File: config.mk
export PLATFORM = sky130hd
export DESIGN_NAME = fir_mac_sched_flat
export DESIGN_NICKNAME = d
export VERILOG_FILES = /design/src/rtl/fir_mac_sched_if.sv /design/src/rtl/fir_mac_sched.sv /design/src/flat_wrapper.sv
export SDC_FILE = /design/constraint.sdc
export NUM_CORES = 1
export LEC_CHECK = 0
export ABC_AREA = 1
export CAP_MARGIN = 5
export CORE_MARGIN = 4
export CORE_UTILIZATION = 40
export CTS_CLUSTER_DIAMETER = 40
export DETAILED_ROUTE_END_ITERATION = 16
export PLACE_DENSITY = 0.78
export SLEW_MARGIN = 20
export SYNTH_ARGS = -nofsm -noshare
export SYNTH_HDL_FRONTEND = slang
export SYNTH_SLANG_ARGS = --single-unit
export TNS_END_PERCENT = 30
File: constraint.sdc
create_clock -name clk -period 1.8 [get_ports clk]
set_input_delay 0.36 -clock clk [delete_from_list [all_inputs] [get_ports clk]]
set_output_delay 0.36 -clock clk [all_outputs]
set_load 0.01 [all_outputs]
File: src/rtl/fir_mac_sched_if.sv
// Sequencer-side bus of the FIR MAC scheduler: sample strobe, host coefficient
// loads, memory address/enable outputs and MAC control.
interface fir_mac_sched_if #(
   parameter int unsigned AW = 6
);
   logic          sample_stb;
   logic          cload_req;
   logic [AW-1:0] cload_addr;
   logic          cload_grant;
   logic [AW-1:0] cmem_addr;
   logic          cmem_we;
   logic [AW-1:0] dmem_waddr;
   logic          dmem_we;
   logic [AW-1:0] dmem_raddr;
   logic          mac_en;
   logic          acc_clr;
   logic          out_valid;
   logic          busy;
   logic          overrun;
   logic          ovr_clr;

   modport master (
      output sample_stb, cload_req, cload_addr, ovr_clr,
      input  cload_grant, cmem_addr, cmem_we, dmem_waddr, dmem_we, dmem_raddr,
             mac_en, acc_clr, out_valid, busy, overrun
   );

   modport slave (
      input  sample_stb, cload_req, cload_addr, ovr_clr,
      output cload_grant, cmem_addr, cmem_we, dmem_waddr, dmem_we, dmem_raddr,
             mac_en, acc_clr, out_valid, busy, overrun
   );
endinterface

File: src/rtl/fir_mac_sched.sv
// Per-sample sequencer for the FIR MAC datapath: writes the sample into the data ring,
// steps the MAC through all taps, drains the pipeline and arbitrates the coefficient port.
module fir_mac_sched #(
   parameter int unsigned NTAPS = 64,
   parameter int unsigned AW    = 6,
   parameter int unsigned PIPE  = 3
) (
   input  logic            clk,
   input  logic            rst,
   fir_mac_sched_if.slave  bus
);
   localparam int unsigned DW = (PIPE > 1) ? $clog2(PIPE) : 1;

   typedef enum logic [2:0] {IDLE, WRITE, RUN, DRAIN, DONE} state_t;

   state_t        state;
   state_t        state_nx;
   logic [AW-1:0] wptr;
   logic [AW-1:0] base;
   logic [AW-1:0] k;
   logic [DW-1:0] dcnt;
   logic          ovr;

   // State register plus the pointers and counters it steps
   always_ff @(posedge clk) begin
      if (rst) begin
         state <= IDLE;
         wptr  <= '0;
         base  <= '0;
         k     <= '0;
         dcnt  <= '0;
         ovr   <= 1'b0;
      end else begin
         state <= state_nx;
         case (state)
            WRITE: begin
               base <= wptr;
               wptr <= wptr + AW'(1);
               k    <= '0;
            end
            RUN: begin
               // k saturates on the last tap so addresses hold through DRAIN
               if (k != AW'(NTAPS - 1)) k <= k + AW'(1);
               dcnt <= '0;
            end
            DRAIN:   dcnt <= dcnt + DW'(1);
            default: ;
         endcase
         if (bus.sample_stb && (state != IDLE)) ovr <= 1'b1;
         else if (bus.ovr_clr)                  ovr <= 1'b0;
      end
   end

   assign bus.overrun = ovr;

   // Next state and output decode
   always_comb begin
      state_nx        = state;
      bus.cload_grant = 1'b0;
      bus.cmem_we     = 1'b0;
      bus.cmem_addr   = k;
      bus.dmem_waddr  = wptr;
      bus.dmem_we     = 1'b0;
      bus.dmem_raddr  = base - k;
      bus.mac_en      = 1'b0;
      bus.acc_clr     = 1'b0;
      bus.out_valid   = 1'b0;
      bus.busy        = (state != IDLE);
      case (state)
         IDLE: begin
            // a sample strobe wins over a host load in the same cycle
            if (bus.sample_stb) begin
               state_nx = WRITE;
            end else if (bus.cload_req && !rst) begin
               bus.cload_grant = 1'b1;
               bus.cmem_we     = 1'b1;
               bus.cmem_addr   = bus.cload_addr;
            end
         end
         WRITE: begin
            bus.dmem_we = 1'b1;
            state_nx    = RUN;
         end
         RUN: begin
            bus.mac_en  = 1'b1;
            bus.acc_clr = (k == '0);
            if (k == AW'(NTAPS - 1)) state_nx = DRAIN;
         end
         DRAIN: begin
            if (dcnt == DW'(PIPE - 1)) state_nx = DONE;
         end
         DONE: begin
            bus.out_valid = 1'b1;
            state_nx      = IDLE;
         end
         default: state_nx = IDLE;
      endcase
   end
endmodule

File: src/flat_wrapper.sv
// flat-port wrapper written by rule: the top's interface ports become plain ports
module fir_mac_sched_flat 
#(
   parameter int unsigned NTAPS = 64,
   parameter int unsigned AW    = 6,
   parameter int unsigned PIPE  = 3
)
  (clk, rst, bus_sample_stb, bus_cload_req, bus_cload_addr, bus_ovr_clr, bus_cload_grant, bus_cmem_addr, bus_cmem_we, bus_dmem_waddr, bus_dmem_we, bus_dmem_raddr, bus_mac_en, bus_acc_clr, bus_out_valid, bus_busy, bus_overrun);
  fir_mac_sched_if #(.AW(AW)) bus_i ();
  input  logic clk;
  input  logic rst;
  input wire logic [$bits(bus_i.sample_stb)-1:0] bus_sample_stb;
  input wire logic [$bits(bus_i.cload_req)-1:0] bus_cload_req;
  input wire logic [$bits(bus_i.cload_addr)-1:0] bus_cload_addr;
  input wire logic [$bits(bus_i.ovr_clr)-1:0] bus_ovr_clr;
  output wire logic [$bits(bus_i.cload_grant)-1:0] bus_cload_grant;
  output wire logic [$bits(bus_i.cmem_addr)-1:0] bus_cmem_addr;
  output wire logic [$bits(bus_i.cmem_we)-1:0] bus_cmem_we;
  output wire logic [$bits(bus_i.dmem_waddr)-1:0] bus_dmem_waddr;
  output wire logic [$bits(bus_i.dmem_we)-1:0] bus_dmem_we;
  output wire logic [$bits(bus_i.dmem_raddr)-1:0] bus_dmem_raddr;
  output wire logic [$bits(bus_i.mac_en)-1:0] bus_mac_en;
  output wire logic [$bits(bus_i.acc_clr)-1:0] bus_acc_clr;
  output wire logic [$bits(bus_i.out_valid)-1:0] bus_out_valid;
  output wire logic [$bits(bus_i.busy)-1:0] bus_busy;
  output wire logic [$bits(bus_i.overrun)-1:0] bus_overrun;
  assign bus_i.sample_stb = bus_sample_stb;
  assign bus_i.cload_req = bus_cload_req;
  assign bus_i.cload_addr = bus_cload_addr;
  assign bus_i.ovr_clr = bus_ovr_clr;
  assign bus_cload_grant = bus_i.cload_grant;
  assign bus_cmem_addr = bus_i.cmem_addr;
  assign bus_cmem_we = bus_i.cmem_we;
  assign bus_dmem_waddr = bus_i.dmem_waddr;
  assign bus_dmem_we = bus_i.dmem_we;
  assign bus_dmem_raddr = bus_i.dmem_raddr;
  assign bus_mac_en = bus_i.mac_en;
  assign bus_acc_clr = bus_i.acc_clr;
  assign bus_out_valid = bus_i.out_valid;
  assign bus_busy = bus_i.busy;
  assign bus_overrun = bus_i.overrun;
  fir_mac_sched #(.NTAPS(NTAPS), .AW(AW), .PIPE(PIPE)) u_core (.clk(clk), .rst(rst), .bus(bus_i));
endmodule
==> summary.md, run 1 <==
| Metric | Value |
|---|---|
| Outcome | `finished with violations` |
| Failing checks | `negative setup slack` |
| RSZ-0062 raised after global routing | `yes` |
| Detailed placer's ending HPWL | `2820 um` |
| Cell type group with the largest total delay on the critical path | `flip-flops` |
| Max stage delay cell, worst path | `sky130_fd_sc_hd__dfxtp_2` |
| Maximum number of pins on one net before global-route repair | `20` |
| Max-Cap Viols | `0` |
| Most area-hungry cell type in the Yosys netlist | `sky130_fd_sc_hd__dfxtp_1` |
| Flop pwr share | `20.9%` |
| Register clock-pin slew on the reported worst setup and hold paths | `0.08 ns` |
| Number of buffers on the longest clock path | `2` |
| Sequential fraction of the synthesis area | `30.5%` |
| Max-slew violation count | `0` |
| Number of top-level design ports | `37` |
| Top-count cell post-synth | `sky130_fd_sc_hd__nand2_1` |
| Final Core Density | `63.0%` |
| Post-Syn Area | `1580 um^2` |
| Gp weighted congestion | `0.888` |
| Hold Buf Count CTS | `0` |
| Most frequently used flop master after synthesis | `sky130_fd_sc_hd__dfxtp_1` |
| Area of the placeable core | `3740 um^2` |
| Wire length of the first global-routing pass | `6800 um` |
| Antenna fix cells | `0` |
| Iteration-0 DRC Markers | `47` |
| Most used standard cells in the synthesized netlist | `sky130_fd_sc_hd__nand2_1, sky130_fd_sc_hd__dfxtp_1, sky130_fd_sc_hd__inv_1` |
| Switching Fraction | `41.5%` |
| Crit path required time | `1.44 ns` |
| Initial antenna violation count | `0` |
| Share of flip-flops with an asynchronous set or reset | `0%` |
| Count of input and output buffers | `36` |
| Clock Root Buffer | `sky130_fd_sc_hd__clkbuf_8` |
| Hold crit path type | `reg2reg` |
| WP buf/inv | `3` |
| Total of endpoints with negative setup slack in the final report | `5` |
| Vias per std cell | `4.83` |
| Critical path, cell by cell | `inv_2, ha_4, nand2_4, o21ai_4, buf_6, nand3_2, nand2_1, nand2_1, nand2_1, buf_2` |
| Via count of the first global-routing pass | `1515` |
| Number of clock sinks | `24` |
| Layout overhead on the synthesized area | `49.5%` |
| Crit Path Class | `reg2out` |
| Worst slew margin | `81.0%` |
| Number of filler instances in the final layout | `335` |
| Stage delay of the slowest cell on the critical path | `0.34 ns` |
| Cell with the most instances on the worst path | `sky130_fd_sc_hd__nand2_1` |
| Total Routing Usage GR | `16.5%` |
| Horiz. Die Dim | `70.8 um` |
| Vias after detailed routing | `1579` |
| Clock tree from TritonCTS | `done` |
| DRC violation count after routing | `0` |
| Static leakage | `1.12 nW` |
| Number of flops mapped to enable cells by yosys | `0` |
| Area taken by multi-input logic gates | `1030 um^2` |
| CP endpoint kind | `output pin` |
| Setup TNS Final | `-0.546 ns` |
| Overflow left after global routing | `0` |
| Total Die Area | `5010 um^2` |
| Clk_lat worst skew | `0.27 ns` |
| Instance count of the mapped netlist | `208` |
| Minimum clock period after layout | `1.97 ns` |
| Syn nets | `229` |
| Clock buffer count from CTS | `3` |
| Dominant cells by area after synthesis | `sky130_fd_sc_hd__dfxtp_1, sky130_fd_sc_hd__nand2_1, sky130_fd_sc_hd__ha_1, sky130_fd_sc_hd__inv_1, sky130_fd_sc_hd__nor2_1` |
| FF+latch area | `490 um^2` |
| Area after DPL | `2150 um^2` |
| Row Count | `22` |
| Worst VDD drop | `0.000707 V` |
| Setup slack after placement | `-0.510 ns` |
| Highest achievable clock rate | `508 MHz` |
| TritonRoute pass-1 iters | `4` |
| Post-route clock skew | `0.00542 ns` |
| Count of cell types in the netlist | `38` |
| Final hold viol count | `0` |
| Starting density of the core | `42.1%` |
| H-Tree Depth | `1` |
| Portion of the clock cycle consumed by the worst path in the final layout | `109%` |
| Wirelength per Cell | `12.1 um` |
| Internal Dissipation | `2.23 mW` |
| Yosys warning count | `0` |
| Biggest fanout along the worst timing path | `3` |
| Number of routed nets with antenna violations | `0` |
| Type of origin of the critical path | `flop` |
| Share of cells above drive strength 1 | `41.9%` |
| Critical path arrival | `1.61 ns` |
| Area share of the largest cell type after synthesis | `30.5%` |
| Cell area power density | `1610 nW/um^2` |
| Clock network fraction of total power | `12.4%` |
| Tightest Pin Transition | `0.285 ns` |
| Mean instance size in the synthesized netlist | `7.59 um^2` |
| Total routed wirelength | `3950 um` |
| Final design instance area without fill | `2360 um^2` |
| Post-route setup slack | `-0.167 ns` |
| Number of register bits inferred by synthesis | `24` |
| Net switching power | `1.58 mW` |
| Y dimension of the die | `70.8 um` |
| Final-stage net count | `301` |
| Gate power share | `66.7%` |
==> kinds of logic (layout without fill, tap and decap cells) <==
kind of cell,Yosys count,count (layout),share of synthesized area (%)
adders and majority gates,10,10,8.41
and+or+nand+nor,95,95,30.5
AOI/OAI and AO/OA,40,40,17.0
DFF,24,24,30.5
buffers and inverters,35,106,11.5
xor gates and xnor gates,4,4,2.22
==> path summary, 6_finish.rpt <==
path / slack (ns) / to / start / cells past startpoint
worst min-delay path: 0.47 / u_core.bus.overrun / u_core.bus.overrun / 2
worst min register to register: 0.47 / u_core.bus.overrun / u_core.bus.overrun / 2
worst max register to register: 0.32 / u_core.state[1] / u_core.k[1] / 10
worst max-delay path: -0.17 / bus_dmem_raddr[5] / u_core.k[2] / 10
==> final cells by class <==
class / instances / area share (%)
clock buffers: 3 / 1.75
clock inverters: 1 / 1.27
inverters: 29 / 4.93
multi-input cells: 149 / 43.7
flip-flops and latches: 24 / 20.8
well taps: 48 / 2.55
repair buffers: 72 / 24.6
repair inverters: 1 / 0.371
==> worst reg2reg max path, delay by kind of cell (launching register included) <==
kind / cells / cell delay, ns
DFF: 1 / 0.33
AOI/OAI and AO/OA: 1 / 0.08
adders and majority gates: 1 / 0.17
buffers and inverters: 3 / 0.28
and+or+nand+nor: 5 / 0.53
==> placed cells by master (no fill, tap or decap), types with 2 or more instances in the layout <==
cell type,count
sky130_fd_sc_hd__nand2_1,35
sky130_fd_sc_hd__buf_4,34
sky130_fd_sc_hd__nor2_1,21
sky130_fd_sc_hd__inv_1,20
sky130_fd_sc_hd__dfxtp_1,16
sky130_fd_sc_hd__clkdlybuf4s50_1,15
sky130_fd_sc_hd__buf_2,11
sky130_fd_sc_hd__nand3_1,10
sky130_fd_sc_hd__a21oi_1,8
sky130_fd_sc_hd__nand2_2,8
sky130_fd_sc_hd__dfxtp_2,8
sky130_fd_sc_hd__inv_2,7
sky130_fd_sc_hd__o21ai_2,7
sky130_fd_sc_hd__a21oi_2,6
sky130_fd_sc_hd__ha_1,6
sky130_fd_sc_hd__o21ai_0,5
sky130_fd_sc_hd__o21ai_1,5
sky130_fd_sc_hd__nand3_2,4
sky130_fd_sc_hd__nand2_4,4
sky130_fd_sc_hd__dlymetal6s2s_1,4
sky130_fd_sc_hd__xor2_1,3
sky130_fd_sc_hd__nor2_4,3
sky130_fd_sc_hd__nand4_1,3
sky130_fd_sc_hd__ha_4,3
sky130_fd_sc_hd__clkbuf_8,3
sky130_fd_sc_hd__buf_6,3
sky130_fd_sc_hd__dlygate4sd2_1,3
sky130_fd_sc_hd__clkinv_4,2
sky130_fd_sc_hd__nor3_1,2
sky130_fd_sc_hd__a211oi_2,2
sky130_fd_sc_hd__clkbuf_2,2
==> stage by stage <==
stage	power, mW	cells	hold slack [ns]
final	3.80	327	0.469
after global routing	4.13	327	0.523
after CTS	3.64	326	0.473
after detailed placement	3.09	316	0.462
after global placement	3.05	316	0.460
after floorplan	2.07	208	0.433
==> state kept, by name (all words and copies together) (netlist names) <==
| signal | count |
|---|---|
| u_core.state | 3 |
| u_core.bus.dmem_waddr | 6 |
| u_core.base | 6 |
| u_core.k | 6 |
| u_core.bus.overrun | 1 |
| u_core.dcnt | 2 |
==> power groups by stage <==
stage / clock network, mW / logic (mW) / registers (mW)
CTS: 0.481 / 2.38 / 0.783
global placement: 0 / 2.27 / 0.774
global route: 0.498 / 2.82 / 0.810
detailed placement: 0 / 2.31 / 0.779
floorplan: 0 / 1.26 / 0.811
finish: 0.473 / 2.54 / 0.794
==> routing by layer <==
metal / up-vias / share of wire [%] / wire (um) / GRT usage (%)
li1: 824 / - / - / -
met1: 709 / 43 / 1720 / 20.2
met2: 42 / 50 / 1970 / 29.7
met3: 4 / 5.7 / 224 / 2.41
met4: 0 / 1.1 / 44 / 5.01
met5: - / 0 / 0 / 0
==> what timing repair did <==
| item | 4_1_cts | 5_1_grt |
|---|---|---|
| resized for setup | 78 | 22 |
| pin swaps | 9 | 9 |
| setup buffers | 5 | 1 |
| cloned | 1 | 0 |
| endpoints found under the setup margin | 18 | 17 |
Power figures use the tool's default switching activity.
==> run 2, diff against run 1 <==
--- a/config.mk
+++ b/config.mk
@@ -11,7 +11,9 @@
 export CORE_UTILIZATION = 40
 export CTS_CLUSTER_DIAMETER = 40
 export DETAILED_ROUTE_END_ITERATION = 16
+export GPL_ROUTABILITY_DRIVEN = 0
 export PLACE_DENSITY = 0.78
+export SKIP_CTS_REPAIR_TIMING = 1
 export SLEW_MARGIN = 20
 export SYNTH_ARGS = -nofsm -noshare
 export SYNTH_HDL_FRONTEND = slang
==> run 2 against run 1 <==
  * Critical path type unchanged
  * Critical endpoint unchanged
  * Total power shrank 5.9%
  * Non-clock buffer count is 3 lower
  * Combinational power decreased by 8.3%
  * Highest routed layer unchanged
  * The flow still finishes with violations (negative setup slack)
==> summary.md, run 2 (synthesized netlist as in run 1, its figures left out) <==
| Metric | Value |
|---|---|
| Starting density of the core | `42.1%` |
| Layout overhead on the synthesized area | `45.0%` |
| Crit path required time | `1.44 ns` |
| Number of top-level design ports | `37` |
| Total routed wirelength | `3900 um` |
| Hold crit path type | `reg2reg` |
| Iteration-0 DRC Markers | `37` |
| Number of buffers on the longest clock path | `2` |
| Initial antenna violation count | `0` |
| Antenna fix cells | `0` |
| Total Die Area | `5010 um^2` |
| Top layer reached by signal wires | `met4` |
| Type of origin of the critical path | `flop` |
| Max-slew violation count | `0` |
| Number of filler instances in the final layout | `356` |
| Overflow left after global routing | `0` |
| Cell area power density | `1570 nW/um^2` |
| Critical path arrival | `1.57 ns` |
| Final hold viol count | `0` |
| Register clock-pin slew on the reported worst setup and hold paths | `0.09 ns` |
| Y dimension of the die | `70.8 um` |
| Most common cell after layout, fill and taps aside | `sky130_fd_sc_hd__nand2_1` |
| Top library cells by usage in the layout, fill and taps aside | `sky130_fd_sc_hd__nand2_1, sky130_fd_sc_hd__buf_4, sky130_fd_sc_hd__inv_1, sky130_fd_sc_hd__nor2_1, sky130_fd_sc_hd__dfxtp_1` |
| Post-route clock skew | `0.00600 ns` |
| Area taken by multi-input logic gates | `990 um^2` |
| Critical Path Source | `u_core.k[1]` |
| Reg-to-reg endpoint | `u_core.state[1]` |
| RSZ-0062 raised after global routing | `yes` |
| Wire length on met1 | `1740 um` |
| Failing checks | `negative setup slack` |
| Worst setup path endpoint | `bus_dmem_raddr[5]` |
| Worst r2r path cells | `9` |
| Final Core Density | `61.1%` |
| Wirelength per Cell | `12.0 um` |
| Tightest Pin Transition | `0.281 ns` |
| Clk_lat worst skew | `0.27 ns` |
| TritonRoute pass-1 iters | `4` |
| Vias after detailed routing | `1543` |
| Row Count | `22` |
| Total of endpoints with negative setup slack in the final report | `12` |
| Wire length of the first global-routing pass | `6020 um` |
| Area of the placeable core | `3740 um^2` |
| Sum of met3 wire segment lengths after detailed routing | `185 um` |
| Portion of the clock cycle consumed by the worst path in the final layout | `107%` |
| CP endpoint kind | `output pin` |
| Detail Route met2 WL | `1940 um` |
| Clock Root Buffer | `sky130_fd_sc_hd__clkbuf_8` |
| Number of clock sinks | `24` |
| Worst VDD drop | `0.000729 V` |
| Count of input and output buffers | `36` |
| Clock tree from TritonCTS | `done` |
| Setup slack after placement | `-0.510 ns` |
| Share of cells above drive strength 1 | `38.8%` |
| DRC violation count after routing | `0` |
| Total Routing Usage GR | `14.5%` |
| Highest achievable clock rate | `517 MHz` |
| Detailed placer's ending HPWL | `2820 um` |
| Maximum number of pins on one net before global-route repair | `20` |
| Worst slew margin | `81.2%` |
| H-Tree Depth | `1` |
| Biggest fanout along the worst timing path | `3` |
| FF+latch area | `487 um^2` |
| Static leakage | `1.11 nW` |
| Outcome | `finished with violations` |
| Minimum clock period after layout | `1.93 ns` |
| Via count of the first global-routing pass | `1384` |
| Startpoint of the lowest-slack register-to-register path | `u_core.k[0]` |
| Clock buffer count from CTS | `3` |
| Max-Cap Viols | `0` |
| Horiz. Die Dim | `70.8 um` |
| Setup TNS Final | `-0.819 ns` |
| Vias per std cell | `4.76` |
| Worst reg-to-reg setup slack | `0.40 ns` |
| Post-route setup slack | `-0.135 ns` |
| Post-layout power | `3.58 mW` |
| Final-stage net count | `298` |
| Number of routed nets with antenna violations | `0` |
| Crit Path Class | `reg2out` |
-- run 2: worst min-delay path by stage --
stage                    endpoint                from  cells after the start
3_5_place_dp   u_core.bus.overrun  u_core.bus.overrun                      2
6_report       u_core.bus.overrun  u_core.bus.overrun                      2
3_3_place_gp       u_core.dcnt[0]      u_core.dcnt[0]                      2
2_1_floorplan      u_core.base[0]                 rst                      1
5_1_grt        u_core.bus.overrun  u_core.bus.overrun                      2
4_1_cts        u_core.bus.overrun  u_core.bus.overrun                      2
-- run 2: layout make-up --
class | instances | share of cell area, %
sequential | 24 | 21.3
multi-input combinational | 149 | 43.3
clock buffer | 3 | 1.81
timing repair buffer | 69 | 24.3
inverter | 29 | 5.09
timing repair inverter | 1 | 0.274
tap | 48 | 2.63
clock inverter | 1 | 1.31
-- run 2: worst max-delay path, cell delays in order, from the launching register on --
cell and delay [ns]:
sky130_fd_sc_hd__dfxtp_2 0.36, sky130_fd_sc_hd__inv_2 0.04, sky130_fd_sc_hd__ha_1 0.28, sky130_fd_sc_hd__nand2_2 0.06
sky130_fd_sc_hd__o21ai_2 0.17, sky130_fd_sc_hd__nand3_1 0.11, sky130_fd_sc_hd__nand2_1 0.07, sky130_fd_sc_hd__nand2_1 0.04
sky130_fd_sc_hd__nand2_1 0.05, sky130_fd_sc_hd__clkbuf_2 0.12
-- run 2: per-stage QoR --
| step | instances | area [um^2] | hold WS, ns |
|---|---|---|---|
| final | 324 | 2290 | 0.469 |
| after global routing | 324 | 2290 | 0.523 |
| after CTS | 320 | 2230 | 0.473 |
| after detailed placement | 316 | 2150 | 0.462 |
| after global placement | 316 | 2150 | 0.460 |
| after floorplan | 208 | 1580 | 0.433 |
-- run 2: per-layer routing --
layer / track usage [%] / up-vias
li1: - / 817
met1: 18.6 / 694
met2: 24.2 / 28
met3: 2.56 / 4
met4: 5.43 / 0
met5: 0 / -
-- run 2: report_power, final --
part	internal [mW]	switching [mW]	leakage, nW
logic	1.11	1.22	0.878
registers	0.678	0.104	0.198
clock network	0.297	0.172	0.0357
==> run 3, diff against run 2 <==
--- a/config.mk
+++ b/config.mk
@@ -5,14 +5,12 @@
 export SDC_FILE = /design/constraint.sdc
 export NUM_CORES = 1
 export LEC_CHECK = 0
-export ABC_AREA = 1
 export CAP_MARGIN = 5
 export CORE_MARGIN = 4
 export CORE_UTILIZATION = 40
-export CTS_CLUSTER_DIAMETER = 40
 export DETAILED_ROUTE_END_ITERATION = 16
 export GPL_ROUTABILITY_DRIVEN = 0
-export PLACE_DENSITY = 0.78
+export PLACE_DENSITY = 0.79
 export SKIP_CTS_REPAIR_TIMING = 1
 export SLEW_MARGIN = 20
 export SYNTH_ARGS = -nofsm -noshare
==> run 3 against run 2 <==
  * The run still ends with negative setup slack left
  * Worst hold slack got worse by 0.0046 ns
  * Total power down 67%
  * First-iteration DRC count up 150%
  * Clock skew is 0.0022 ns lower
  * Cell count is 13% lower
  * Final area shrank 8.8%
  * Sequential share of layout area rose by 2.2 points
  * Global-route usage increased by 1.5 points
==> summary.md, run 3 <==
| Metric | Value |
|---|---|
| Total of endpoints with negative setup slack in the final report | `16` |
| Mean instance size in the synthesized netlist | `8.37 um^2` |
| TritonRoute pass-1 iters | `4` |
| Outcome | `finished with violations` |
| Number of routed nets with antenna violations | `0` |
| Count of cell types in the netlist | `39` |
| Share of flip-flops with an asynchronous set or reset | `0%` |
| Final-stage net count | `259` |
| Highest achievable clock rate | `403 MHz` |
| Crit path required time | `1.44 ns` |
| Number of buffers on the longest clock path | `2` |
| Yosys warning count | `0` |
| Tightest Pin Transition | `0.295 ns` |
| Number of top-level design ports | `37` |
| Total routed wirelength | `3470 um` |
| Most common cell after layout, fill and taps aside | `sky130_fd_sc_hd__buf_4` |
| Instance count of the mapped netlist | `175` |
| Overflow left after global routing | `0` |
| Number of clock sinks | `24` |
| Crit Path Class | `reg2out` |
| RSZ-0062 raised after global routing | `yes` |
| Top-count cell post-synth | `sky130_fd_sc_hd__dfxtp_1` |
| Vias after detailed routing | `1403` |
| Net switching power | `0.322 mW` |
| Starting density of the core | `42.5%` |
| Stage delay of the slowest cell on the critical path | `0.59 ns` |
| Cell area power density | `573 nW/um^2` |
| Post-Syn Area | `1460 um^2` |
| Row Count | `21` |
| Biggest fanout along the worst timing path | `5` |
| Iteration-0 DRC Markers | `92` |
| Worst r2r path cells | `8` |
| Worst reg-to-reg setup slack | `0 ns` |
| Final hold viol count | `0` |
| Critical path arrival | `2.12 ns` |
| Register clock-pin slew on the reported worst setup and hold paths | `0.08 ns` |
| Static leakage | `0.979 nW` |
| Share of cells above drive strength 1 | `30.9%` |
| H-Tree Depth | `1` |
| Number of filler instances in the final layout | `316` |
| Most frequently used flop master after synthesis | `sky130_fd_sc_hd__dfxtp_1` |
| Clock Root Buffer | `sky130_fd_sc_hd__clkbuf_8` |
| Syn nets | `196` |
| Failing checks | `negative setup slack` |
| Wire length of the first global-routing pass | `5720 um` |
| Portion of the clock cycle consumed by the worst path in the final layout | `138%` |
| Gate power share | `27.2%` |
| Clock network fraction of total power | `25.9%` |
| Detailed placer's ending HPWL | `2530 um` |
| Initial antenna violation count | `0` |
| Flop pwr share | `46.9%` |
| Critical path, cell by cell | `or3_4, or4b_4, buf_4, mux2_4, clkbuf_2` |
| Hold Path Depth | `2` |
| Max-slew violation count | `0` |
| Area of the placeable core | `3440 um^2` |
| Max-Cap Viols | `0` |
| Max stage delay cell, worst path | `sky130_fd_sc_hd__or4b_4` |
| Vias per std cell | `4.98` |
| Minimum clock period after layout | `2.48 ns` |
| Setup TNS Final | `-6.07 ns` |
| Top library cells by usage in the layout, fill and taps aside | `sky130_fd_sc_hd__buf_4, sky130_fd_sc_hd__nand2_1, sky130_fd_sc_hd__a21oi_1, sky130_fd_sc_hd__clkdlybuf4s50_1, sky130_fd_sc_hd__dfxtp_1` |
| Post-route setup slack | `-0.683 ns` |
| Worst VDD drop | `0.000350 V` |
| Maximum number of pins on one net before global-route repair | `26` |
| Via count of the first global-routing pass | `1353` |
| Switching Fraction | `26.9%` |
| Total Die Area | `4690 um^2` |
| Clk_lat worst skew | `0.26 ns` |
| Count of input and output buffers | `36` |
| Number of register bits inferred by synthesis | `24` |
| Y dimension of the die | `68.5 um` |
| Most area-hungry cell type in the Yosys netlist | `sky130_fd_sc_hd__dfxtp_1` |
| Antenna fix cells | `0` |
| Most used standard cells in the synthesized netlist | `sky130_fd_sc_hd__dfxtp_1, sky130_fd_sc_hd__nand2_1, sky130_fd_sc_hd__a21oi_1` |
| Clock buffer count from CTS | `3` |
| Sequential fraction of the synthesis area | `32.8%` |
| Horiz. Die Dim | `68.5 um` |
| Type of origin of the critical path | `flop` |
| Area share of the largest cell type after synthesis | `32.8%` |
| Hold crit path type | `reg2reg` |
| Internal Dissipation | `0.873 mW` |
| DRC violation count after routing | `0` |
| Worst slew margin | `80.3%` |
| Post-route clock skew | `0.00378 ns` |
| Layout overhead on the synthesized area | `42.5%` |
| Total Routing Usage GR | `16.0%` |
| CP endpoint kind | `output pin` |
| Wirelength per Cell | `12.3 um` |
| Setup slack after placement | `-0.781 ns` |
| Number of flops mapped to enable cells by yosys | `0` |
| Clock tree from TritonCTS | `done` |
| Dominant cells by area after synthesis | `sky130_fd_sc_hd__dfxtp_1, sky130_fd_sc_hd__ha_1, sky130_fd_sc_hd__a21oi_1, sky130_fd_sc_hd__mux2_4, sky130_fd_sc_hd__nand2_1` |
[run 3: worst paths after layout]
check                     end             from
min            u_core.base[0]   u_core.base[0]
max reg2reg       u_core.k[3]  u_core.state[2]
min reg2reg    u_core.base[0]   u_core.base[0]
max          bus_cmem_addr[3]  u_core.state[0]
[run 3: worst max-delay path: cells and delay by family, from the launching register on]
| family | cells | cell delay, ns |
|---|---|---|
| buffers and inverters | 2 | 0.29 |
| flip-flops | 1 | 0.32 |
| multiplexers | 1 | 0.28 |
| AND/OR/NAND/NOR | 2 | 0.98 |
[run 3: final cells by class]
cell class	count	area (um^2)	share of cell area, %
inverters	14	52.6	2.52
repair buffers	69	572	27.4
multi-input cells	126	873	41.9
well taps	46	57.6	2.76
clock buffers	3	41.3	1.98
flip-flops and latches	24	489	23.5
[run 3: power groups by stage]
stage | Sequential, mW | Combinational (mW) | Clock [mW]
3_3_place_gp | 0.570 | 0.328 | 0
6_report | 0.560 | 0.325 | 0.309
5_1_grt | 0.563 | 0.360 | 0.340
3_5_place_dp | 0.570 | 0.332 | 0
4_1_cts | 0.557 | 0.336 | 0.315
2_1_floorplan | 0.573 | 0.167 | 0
[run 3: metal layers]
metal	global-route usage, %	routed length [um]	share of wire, %
met1	19.5	1550	45
met2	27.3	1640	47
met3	3.40	211	6.1
met4	6.20	63	1.8
met5	0	0	0
[run 3: stage by stage]
step,hold WS [ns],cells,total power [mW],utilization [%],cell area (um^2)
final,0.464,282,1.19,60.6,2090
after floorplan,0.436,175,0.740,-,1460
after CTS,0.468,278,1.21,59.8,2060
after global placement,0.455,275,0.897,58.6,2020
after detailed placement,0.457,275,0.902,58.6,2020
after global routing,0.488,282,1.26,60.6,2090
[run 3: logic make-up after synthesis]
logic type	after synthesis	share of synthesized area [%]
AO/OA/AOI/OAI	35	13.6
XOR/XNOR	8	4.79
adder cells (fa/ha/maj)	10	9.06
buffers and inverters	25	9.32
flip-flops	24	32.8
multiplexers	7	6.84
AND/OR/NAND/NOR	66	23.6
